--- config.mk ---
export PLATFORM = sky130hd
export DESIGN_NAME = pixel_frame_src
export DESIGN_NICKNAME = d
export VERILOG_FILES = /design/src/rtl/pixel_frame_src.sv
export SDC_FILE = /design/constraint.sdc
export NUM_CORES = 1
export LEC_CHECK = 0
export ABC_AREA = 0
export CAP_MARGIN = 10
export CORE_ASPECT_RATIO = 1.1
export CORE_MARGIN = 3
export CORE_UTILIZATION = 50
export DETAILED_ROUTE_END_ITERATION = 8
export GPL_TIMING_DRIVEN = 0
export HOLD_SLACK_MARGIN = 0.12
export PLACE_DENSITY = 0.76
export SLEW_MARGIN = 20
export SYNTH_ARGS = -nofsm -noshare
export SYNTH_HDL_FRONTEND = slang
export SYNTH_SLANG_ARGS = --single-unit
--- constraint.sdc ---
create_clock -name sys_clk_i -period 2.07 [get_ports sys_clk_i]
set_input_delay 0.414 -clock sys_clk_i [delete_from_list [all_inputs] [get_ports sys_clk_i]]
set_output_delay 0.414 -clock sys_clk_i [all_outputs]
set_load 0.02 [all_outputs]
--- src/rtl/pixel_frame_src.sv ---
// rtl/pixel_frame_src.sv - frame-buffer pixel source emitting a valid/ready pixel stream
//
// Sweeps a row-major IMG_W x IMG_H image memory and streams NCH channels of DW
// bits per pixel, with sof/eol/eof markers, backpressure and start/stop control.
//
// Ports:
//   sys_clk_i, sys_rst_ni    clock, asynchronous active-low reset
//   start_i, stop_i          begin streaming (IDLE only) / end continuous run at frame boundary
//   mem_en_o, mem_addr_o     memory read request
//   mem_rdata_i              memory read data, valid RD_LAT cycles after mem_en_o
//   pix_data_o, pix_valid_o, pix_ready_i   pixel stream handshake
//   pix_sof_o, pix_eol_o, pix_eof_o        markers qualified by pix_valid_o
//   busy_o, frame_done_o     status: not idle / eof pixel accepted last cycle
module pixel_frame_src #(
  parameter int IMG_W      = 160,
  parameter int IMG_H      = 120,
  parameter int NCH        = 3,
  parameter int DW         = 8,
  parameter int AW         = 15,
  parameter int RD_LAT     = 1,
  parameter int CONTINUOUS = 0
) (
  input  logic              sys_clk_i,
  input  logic              sys_rst_ni,
  input  logic              start_i,
  input  logic              stop_i,
  output logic              mem_en_o,
  output logic [AW-1:0]     mem_addr_o,
  input  logic [NCH*DW-1:0] mem_rdata_i,
  output logic [NCH*DW-1:0] pix_data_o,
  output logic              pix_valid_o,
  input  logic              pix_ready_i,
  output logic              pix_sof_o,
  output logic              pix_eol_o,
  output logic              pix_eof_o,
  output logic              busy_o,
  output logic              frame_done_o
);

  localparam int FIFO_DEPTH = RD_LAT + 2;
  localparam int PW = $clog2(FIFO_DEPTH);
  localparam int CW = $clog2(FIFO_DEPTH + 1);
  localparam int XW = $clog2(IMG_W);
  localparam int YW = $clog2(IMG_H);
  localparam int EW = NCH * DW + 3;
  localparam bit CONT = (CONTINUOUS != 0);

  localparam logic [XW-1:0] COL_LAST = XW'(IMG_W - 1);
  localparam logic [YW-1:0] ROW_LAST = YW'(IMG_H - 1);
  localparam logic [PW-1:0] PTR_LAST = PW'(FIFO_DEPTH - 1);
  localparam logic [CW:0]   DEPTH_C  = (CW + 1)'(FIFO_DEPTH);
  localparam logic [CW:0]   ONE_C    = (CW + 1)'(1);

  localparam logic [1:0] ST_IDLE  = 2'd0;
  localparam logic [1:0] ST_ISSUE = 2'd1;
  localparam logic [1:0] ST_DRAIN = 2'd2;

  logic [1:0]    state_q, state_d;
  logic          stop_q, stop_d;
  logic [AW-1:0] addr_q;
  logic [XW-1:0] col_q;
  logic [YW-1:0] row_q;

  // Tag pipeline: [3]=valid, [2]=sof, [1]=eol, [0]=eof, aligned with memory latency.
  logic [3:0]    tag_q [RD_LAT];

  logic [EW-1:0] fifo_q [FIFO_DEPTH];
  logic [PW-1:0] wptr_q, rptr_q;
  logic [CW-1:0] cnt_q, cnt_d;
  logic          vld_q;
  logic          done_q;

  logic [CW:0]   used_w;
  logic          issue_w, sof_w, eol_w, eof_w;
  logic          push_w, pop_w;
  logic [EW-1:0] head_w;
  logic          head_eof_w;
  logic          stop_now_w;

  // Occupancy plus reads still in the tag pipeline; issue is gated so every
  // outstanding read always has a FIFO slot, making backpressure lossless.
  always_comb begin
    used_w = {1'b0, cnt_q};
    for (int i = 0; i < RD_LAT; i++) begin
      used_w = used_w + {{CW{1'b0}}, tag_q[i][3]};
    end
  end

  assign sof_w   = (col_q == '0) && (row_q == '0);
  assign eol_w   = (col_q == COL_LAST);
  assign eof_w   = eol_w && (row_q == ROW_LAST);
  assign issue_w = (state_q == ST_ISSUE) && (used_w < DEPTH_C);

  assign push_w     = tag_q[RD_LAT-1][3];
  assign pop_w      = vld_q && pix_ready_i;
  assign head_w     = fifo_q[rptr_q];
  assign head_eof_w = head_w[EW-3];
  assign stop_now_w = stop_q || (CONT && stop_i);

  always_comb begin
    state_d = state_q;
    case (state_q)
      ST_IDLE: begin
        if (start_i) state_d = ST_ISSUE;
      end
      ST_ISSUE: begin
        if (issue_w && eof_w && (!CONT || stop_now_w)) state_d = ST_DRAIN;
      end
      ST_DRAIN: begin
        // The eof is the last item issued, so it leaves an otherwise empty pipeline.
        if (pop_w && head_eof_w && (used_w == ONE_C)) state_d = ST_IDLE;
      end
      default: state_d = ST_IDLE;
    endcase
  end

  always_comb begin
    stop_d = stop_q;
    if (state_d == ST_IDLE || state_q == ST_IDLE) begin
      stop_d = 1'b0;
    end else if (CONT && stop_i) begin
      stop_d = 1'b1;
    end
  end

  always_comb begin
    cnt_d = cnt_q;
    case ({push_w, pop_w})
      2'b10:   cnt_d = cnt_q + CW'(1);
      2'b01:   cnt_d = cnt_q - CW'(1);
      default: cnt_d = cnt_q;
    endcase
  end

  always_ff @(posedge sys_clk_i or negedge sys_rst_ni) begin
    if (!sys_rst_ni) begin
      state_q <= ST_IDLE;
      stop_q  <= 1'b0;
    end else begin
      state_q <= state_d;
      stop_q  <= stop_d;
    end
  end

  // Address and row/column counters; markers come from these, not address compares.
  always_ff @(posedge sys_clk_i or negedge sys_rst_ni) begin
    if (!sys_rst_ni) begin
      addr_q <= '0;
      col_q  <= '0;
      row_q  <= '0;
    end else if (state_q == ST_IDLE && start_i) begin
      addr_q <= '0;
      col_q  <= '0;
      row_q  <= '0;
    end else if (issue_w) begin
      if (eof_w) begin
        addr_q <= '0;
        col_q  <= '0;
        row_q  <= '0;
      end else if (eol_w) begin
        addr_q <= addr_q + AW'(1);
        col_q  <= '0;
        row_q  <= row_q + YW'(1);
      end else begin
        addr_q <= addr_q + AW'(1);
        col_q  <= col_q + XW'(1);
      end
    end
  end

  always_ff @(posedge sys_clk_i or negedge sys_rst_ni) begin
    if (!sys_rst_ni) begin
      for (int i = 0; i < RD_LAT; i++) tag_q[i] <= 4'b0;
    end else begin
      tag_q[0] <= {issue_w, issue_w && sof_w, issue_w && eol_w, issue_w && eof_w};
      for (int i = 1; i < RD_LAT; i++) tag_q[i] <= tag_q[i-1];
    end
  end

  always_ff @(posedge sys_clk_i or negedge sys_rst_ni) begin
    if (!sys_rst_ni) begin
      for (int i = 0; i < FIFO_DEPTH; i++) fifo_q[i] <= '0;
      wptr_q <= '0;
      rptr_q <= '0;
      cnt_q  <= '0;
      vld_q  <= 1'b0;
      done_q <= 1'b0;
    end else begin
      if (push_w) begin
        fifo_q[wptr_q] <= {tag_q[RD_LAT-1][2:0], mem_rdata_i};
        wptr_q <= (wptr_q == PTR_LAST) ? '0 : wptr_q + PW'(1);
      end
      if (pop_w) begin
        rptr_q <= (rptr_q == PTR_LAST) ? '0 : rptr_q + PW'(1);
      end
      cnt_q  <= cnt_d;
      vld_q  <= (cnt_d != '0);
      done_q <= pop_w && head_eof_w;
    end
  end

  assign mem_en_o     = issue_w;
  assign mem_addr_o   = addr_q;
  assign pix_data_o   = head_w[NCH*DW-1:0];
  assign pix_sof_o    = head_w[EW-1];
  assign pix_eol_o    = head_w[EW-2];
  assign pix_eof_o    = head_w[EW-3];
  assign pix_valid_o  = vld_q;
  assign busy_o       = (state_q != ST_IDLE);
  assign frame_done_o = done_q;

endmodule

==> results of run 1 <==
==> kinds of logic (layout without fill, tap and decap cells) <==
logic type               after synthesis  after routing
adder cells (fa/ha/maj)                8              8
buffers and inverters                 51            194
flip-flops                           125            125
AO/OA/AOI/OAI                         98             98
AND/OR/NAND/NOR                      135            135
multiplexers                         108            108
XOR/XNOR                               6              6
==> registers in the layout (all words and copies together) (netlist names) <==
register	cells
frame_done_o	1
wptr_q	2
row_q	7
pix_valid_o	1
rptr_q	2
mem_addr_o	15
cnt_q	2
tag_q	4
fifo_q	81
state_q	2
col_q	8
==> per-layer routing <==
metal,vias to the layer above,track usage
met5,-,0
li1,2214,-
met4,0,0.08545
met2,132,0.4203
met3,26,0.05935
met1,2442,0.2878
==> area by class of cell <==
cell class	instances	area, um^2
Fill cell	761	3196
Buffer	26	232.7
Clock inverter	14	193.9
Inverter	24	92.59
Sequential cell	125	3129
Timing Repair Buffer	112	1096
Tap cell	150	187.7
Multi-Input combinational cell	355	3027
Clock buffer	18	439.2
==> report_power, final <==
part	total (W)	internal [W]	switching (W)
combinational	0.00746	0.00372	0.00374
sequential	0.00431	0.00347	0.000838
clock	0.00315	0.00204	0.00111
total	0.0149	0.00924	0.00569
==> through the flow <==
stage / power [W] / std cells / cell area, um^2
after detailed placement: 0.01011 / 755 / 6964
after floorplan: 0.007849 / 531 / 6017
after global placement: 0.009858 / 754 / 6935
after CTS: 0.01413 / 814 / 8065
after global routing: 0.01573 / 824 / 8398
final: 0.01493 / 824 / 8398
==> what timing repair did <==
item,in CTS,in global routing
endpoints found under the hold margin,60,0
resized for setup,271,74
setup buffers,24,10
gates cloned,3,1
pin swaps,11,12
endpoints found under the setup margin,88,71
hold buffers,1,0
==> worst max path at each step <==
| stage | startpoint | end | slack, ns | cells after the start |
|---|---|---|---|---|
| 5_1_grt | cnt_q[0]$_DFF_PN0_ | mem_en_o | -0.21 | 6 |
| 3_5_place_dp | cnt_q[0]$_DFF_PN0_ | mem_en_o | -0.68 | 6 |
| 3_3_place_gp | sys_rst_ni | fifo_q[48]$_DFFE_PN0P_ | -4.11 | 1 |
| 2_1_floorplan | cnt_q[0]$_DFF_PN0_ | row_q[2]$_DFFE_PN0P_ | 0.02 | 7 |
| 4_1_cts | tag_q[3]$_DFF_PN0_ | mem_en_o | -0.16 | 6 |
| 6_report | cnt_q[0]$_DFF_PN0_ | mem_en_o | -0.15 | 6 |
==> cells in the final DEF, fill, tap and decap left out, types with 6 or more instances in the layout <==
| cell type | count |
|---|---|
| nand2_2 | 9 |
| clkbuf_16 | 20 |
| nand3_1 | 14 |
| a22oi_1 | 11 |
| o21ai_2 | 15 |
| clkbuf_2 | 11 |
| inv_1 | 22 |
| dfrtp_1 | 124 |
| o21ai_1 | 8 |
| buf_4 | 34 |
| mux2i_1 | 23 |
| o21ai_0 | 11 |
| and3_1 | 7 |
| clkdlybuf4s50_1 | 43 |
| buf_2 | 7 |
| o211ai_1 | 19 |
| a21oi_1 | 6 |
| nand2_1 | 25 |
| mux2_2 | 81 |
| nand2_4 | 8 |
| ha_1 | 6 |
| nor3_1 | 7 |
| nor2_1 | 21 |
| buf_6 | 27 |
| nor4_1 | 7 |
==> critical path, delay by kind of cell (launching register included) <==
kind,cells,cell delay [ns]
adder cells (fa/ha/maj),2,0.42
flip-flops,1,0.39
AO/OA/AOI/OAI,1,0.22
buffers and inverters,2,0.22
AND/OR/NAND/NOR,1,0.13
==> key figures, run 1 <==
Outcome
  • Violated checks: negative setup slack
  • Status: finished, violations left

Synthesis
  • Compound-Gate Fraction of Synth Area: 0.1081
  • EDFF count, synth: 0
  • Synth Area in XOR/XNOR: 0.008765
  • Sequential-to-total area share from yosys stat: 0.5217
  • Top cells by area, synth: dfrtp_1 52%, mux2_2 15%, mux2i_1 4.5%
  • Post-Synth Simple-Gate Area: 0.1144
  • Post-synth ARST share: 1.000
  • Cell area after synthesis: 5996 um^2
  • FF+latch count, synth: 125
  • Yosys top cell area share: 0.5217
  • Synth top cells by count: 125 x dfrtp_1, 81 x mux2_2, 42 x nand2_1
  • Synth Area in Adders: 0.01669
  • Mean Syn Cell Area: 11.29 um^2
  • Post-synthesis mux area share: 0.1972
  • Largest family of logic cells by synthesized area: multiplexers
  • Leading area contributor after synthesis: dfrtp_1
  • Synthesized instance count: 531
  • Syn_nets: 568
  • Count leader, synth: dfrtp_1
  • Warnings, synthesis: 0
  • Ys flop type: dfrtp_1
  • Distinct cells, synth: 48

STA
  • Worst slew pin tran: 0.8102 ns
  • Final hold viol count: 0
  • Hold Worst Slack: 0.5043 ns
  • Minimum clock period: 2.220 ns
  • RSZ-0062 raised after global routing: true
  • Fin Clk Skew: 0.01036 ns
  • Max-slew violations: 0
  • Rel. slew slack: 0.4575
  • Fmax achieved: 450.5 MHz
  • Final setup vio count: 15
  • Final Cycle Share: 1.072
  • Setup_tns: -0.6461 ns
  • Final WS setup: -0.1496 ns

GRT
  • Global route total overflow: 0
  • First-pass GRT wire length: 25.59 mm
  • Initial antenna violation count: 0
  • Vias in the first global route: 5032
  • Largest net degree at the start of global routing: 66
  • Gr usage total: 0.2396

Cells and area
  • Layout cell share with drive strength beyond 1: 0.4021
  • Post-layout util: 0.7244
  • Area Overhead vs Synth: 40.07%
  • Nets: 698
  • Antenna cells: 0

Clock network
  • Clock sinks: 125
  • CTS clk-pin slew, worst paths: 0.06 ns
  • CTS tree: done
  • Clock latency on the worst-skew pair: 0.42 ns
  • Root Driver: clkbuf_16
  • Num CTS Buffers: 17
  • H-tree depth: 4
  • Max Buffers Root-to-Sink: 2

Setup path
  • CP required: 1.66 ns
  • R2r worst-path depth: 6
  • R2r setup slk: -0.05 ns
  • Slowest stage delay, CP: 0.39 ns
  • Cell breakdown of the critical path: ha_2 > ha_4 > a21o_4 > nor2_4 > buf_8 > buf_6
  • Worst-path fanout max: 4
  • Reg-to-reg startpoint: state_q[0]$_DFFE_PN0P_
  • Reg-to-reg endpoint: col_q[3]$_DFFE_PN0P_
  • Worst setup SP type: flip-flop
  • Max stage delay cell, worst path: dfrtp_1
  • Setup CP Type: flip-flop to output port
  • Crit. End Element: output port
  • Data arrival, critical path: 1.81 ns

Floorplan
  • Initial Utilization: 0.5172
  • Die X: 110.4 um
  • DIE AREA: 13340 um^2
  • Die H: 120.9 um
  • Number of I/O pins: 75
  • Core area: 11590 um^2
  • Row count: 41

Power and ir drop
  • VDD IR-drop max: 1.146 mV
  • Total power per unit cell area: 1777 nW/um^2
  • Leakage power figure: 3.708 nW

Drt
  • DR DRC count: 0
  • Detail Route met3 WL: 684 um
  • WL final: 16.04 mm
  • DRT antenna net count: 0
  • DRT Pass-1 Iters: 4
  • Wire length on met1: 6.526 mm
  • Via count: 4814
  • Top Layer Used: met4
  • DR iter-0 viols: 236
  • Met2 Wirelength: 8.569 mm
  • Drt wl/cell: 19.46 um
  • Vias per cell: 5.842

Placement
  • IO buf count: 73
  • Worst slack, placed: -0.6790 ns
  • Final HPWL DP: 9.577 mm
  • Gpl congestion: 0.8843

Worst hold path
  • Cells on Worst Hold Path: 1
  • Hold Startpoint: fifo_q[79]$_DFFE_PN0P_
  • Hold endpoint: fifo_q[79]$_DFFE_PN0P_
  • Min-Delay Path Class: flip-flop to flip-flop

Job
  • Max-cap viol count: 0
Power figures use the tool's default switching activity.
==> run 2: changes to the inputs <==
--- a/config.mk
+++ b/config.mk
@@ -14,6 +14,7 @@
 export GPL_TIMING_DRIVEN = 0
 export HOLD_SLACK_MARGIN = 0.12
 export PLACE_DENSITY = 0.76
+export RECOVER_POWER = 100
 export SLEW_MARGIN = 20
 export SYNTH_ARGS = -nofsm -noshare
 export SYNTH_HDL_FRONTEND = slang
==> run 2 against run 1 <==
Net effect:
- the flow still finishes with violations (negative setup slack)
- sequential cell count unchanged
- critical path depth unchanged
- count of clock-buffer cells in the layout unchanged
- design area down 0.18%
- sequential share of layout area up 0.052 points
- clock power about the same
- routed wire length up 0.16%
- critical path type unchanged
- largest cell class unchanged
==> key figures, run 2 (synthesis gave the netlist of run 1 again) <==
Setup path
  • Data arrival, critical path: 1.81 ns
  • Reg-to-reg startpoint: state_q[0]$_DFFE_PN0P_
  • Crit-path leading delay family: adder cells
  • Setup CP Type: flip-flop to output port
  • Worst Setup SP: cnt_q[0]$_DFF_PN0_
  • Worst setup SP type: flip-flop
  • Bufs and invs on worst path: 2
  • Max stage delay cell, worst path: dfrtp_1
  • Slowest stage delay, CP: 0.39 ns
  • Worst-path fanout max: 4
  • CP required: 1.66 ns
  • Cell breakdown of the critical path: ha_2 > ha_4 > a21o_4 > nor2_4 > buf_8 > buf_6
  • Crit. End Element: output port

Clock network
  • Root Driver: clkbuf_16
  • H-tree depth: 4
  • Clock latency on the worst-skew pair: 0.42 ns
  • Num CTS Buffers: 17
  • CTS clk-pin slew, worst paths: 0.06 ns
  • CTS tree: done
  • Clock sinks: 125
  • Max Buffers Root-to-Sink: 2

Drt
  • Drt wl/cell: 19.49 um
  • DRT Pass-1 Iters: 4
  • DR iter-0 viols: 226
  • Via count: 4843
  • Vias per cell: 5.877
  • WL final: 16.06 mm
  • DR DRC count: 0
  • DRT antenna net count: 0

Power and ir drop
  • Total power per unit cell area: 1780 nW/um^2
  • VDD IR-drop max: 1.145 mV
  • Leakage power figure: 3.704 nW
  • Overall power: 0.01492 W

STA
  • Fmax achieved: 450.6 MHz
  • Setup_tns: -1.867 ns
  • Minimum clock period: 2.219 ns
  • Final hold viol count: 0
  • Fin Clk Skew: 0.009962 ns
  • Final WS setup: -0.1490 ns
  • RSZ-0062 raised after global routing: true
  • Final Cycle Share: 1.072
  • Worst slew pin tran: 1.324 ns
  • Rel. slew slack: 0.1174
  • Max-slew violations: 0
  • Final setup vio count: 30
  • Hold Worst Slack: 0.5044 ns

Cells and area
  • Layout fillers: 762
  • Most flops, register: fifo_q
  • Number of flip-flops in the largest register: 81
  • Multi-input logic area: 3027 um^2
  • Nets: 698
  • Commonest non-fill, non-tap cells in the layout: 125 x dfrtp_1, 81 x mux2_2, 43 x clkdlybuf4s50_1, 34 x buf_4, 26 x buf_6
  • Post-layout util: 0.7231
  • Most common cell after layout, fill and taps aside: dfrtp_1
  • Layout cell share with drive strength beyond 1: 0.4006
  • Area Overhead vs Synth: 39.82%
  • Antenna cells: 0
  • Register area: 3128 um^2

Floorplan
  • Row count: 41
  • DIE AREA: 13340 um^2
  • Die H: 120.9 um
  • Core area: 11590 um^2
  • Initial Utilization: 0.5172
  • Die X: 110.4 um
  • Number of I/O pins: 75

GRT
  • Global route total overflow: 0
  • Gr usage total: 0.2396
  • Largest net degree at the start of global routing: 66
  • First-pass GRT wire length: 25.59 mm
  • Vias in the first global route: 5032
  • Initial antenna violation count: 0

Worst hold path
  • Hold Startpoint: fifo_q[79]$_DFFE_PN0P_
  • Min-Delay Path Class: flip-flop to flip-flop

Placement
  • IO buf count: 73
  • Final HPWL DP: 9.577 mm
  • Worst slack, placed: -0.6790 ns
  • Gpl congestion: 0.8843

Outcome
  • Violated checks: negative setup slack
  • Status: finished, violations left

Job
  • Max-cap viol count: 0
## run 2: cell types whose count changed in the layout (fill, tap and decap cells not counted)
cell,before,now
buf_12,1,2
dfrtp_2,1,0
buf_2,7,8
buf_6,27,26
buf_16,1,0
dfrtp_1,124,125
## run 2: worst paths after layout
| path | endpoint | slack, ns | cells past startpoint |
|---|---|---|---|
| setup / recovery | mem_en_o | -0.15 | 6 |
| hold / removal | fifo_q[79]$_DFFE_PN0P_ | 0.50 | 1 |
| setup reg to reg | col_q[3]$_DFFE_PN0P_ | -0.04 | 6 |
| hold reg to reg | fifo_q[79]$_DFFE_PN0P_ | 0.50 | 1 |
| max in group asynchronous | state_q[0]$_DFFE_PN0P_ | 0.26 | 3 |
| min in group asynchronous | fifo_q[56]$_DFFE_PN0P_ | 0.84 | 2 |
## run 2: timing repair
item                       in CTS  in global routing
setup endpoints to repair      88                 71
cloned                          3                  1
pin swaps                      11                 12
resized for setup             271                 74
buffers inserted               24                 10
hold buffers                    1                  0
hold endpoints to repair       60                  0
## run 2: worst register-to-register path, cell delays in order (launching register included)
cell and delay [ns]:
dfrtp_1 0.36, clkbuf_2 0.17, nor3b_2 0.68, a21oi_2 0.10, clkbuf_4 0.23, or3_1 0.35
a21oi_1 0.16
## run 2: metrics by stage
step	cell area, um^2	std cells
global route	8383	824
detailed placement	6964	755
CTS	8065	814
floorplan	6017	531
global placement	6935	754
finish	8383	824
## run 2: cell type report
| cell class | count | share of cell area |
|---|---|---|
| Sequential cell | 125 | 0.3731 |
| Multi-Input combinational cell | 355 | 0.3610 |
| Timing Repair Buffer | 112 | 0.1291 |
| Clock buffer | 18 | 0.05239 |
| Buffer | 26 | 0.02776 |
| Clock inverter | 14 | 0.02313 |
| Tap cell | 150 | 0.02239 |
| Inverter | 24 | 0.01104 |
## run 2: power by group
| part | internal (W) | total (W) | leakage (nW) | switching, W |
|---|---|---|---|---|
| registers | 0.00347 | 0.00431 | 1.52 | 0.000840 |
| clock network | 0.00204 | 0.00316 | 0.294 | 0.00111 |
| logic | 0.00372 | 0.00745 | 1.89 | 0.00374 |
## run 2: routing by layer
layer / track usage / up-vias / part of all wire
met4: 0.08545 / 0 / 0.015
met3: 0.05935 / 24 / 0.044
li1: - / 2209 / -
met2: 0.4203 / 137 / 0.53
met1: 0.2878 / 2473 / 0.41
met5: 0 / - / 0
==> run 3: changes to the inputs <==
--- a/config.mk
+++ b/config.mk
@@ -6,7 +6,7 @@
 export NUM_CORES = 1
 export LEC_CHECK = 0
 export ABC_AREA = 0
-export CAP_MARGIN = 10
+export CAP_MARGIN = 20
 export CORE_ASPECT_RATIO = 1.1
 export CORE_MARGIN = 3
 export CORE_UTILIZATION = 50
==> results of run 3 <==
Final layout, timing and power as in run 2 (identical DEF).
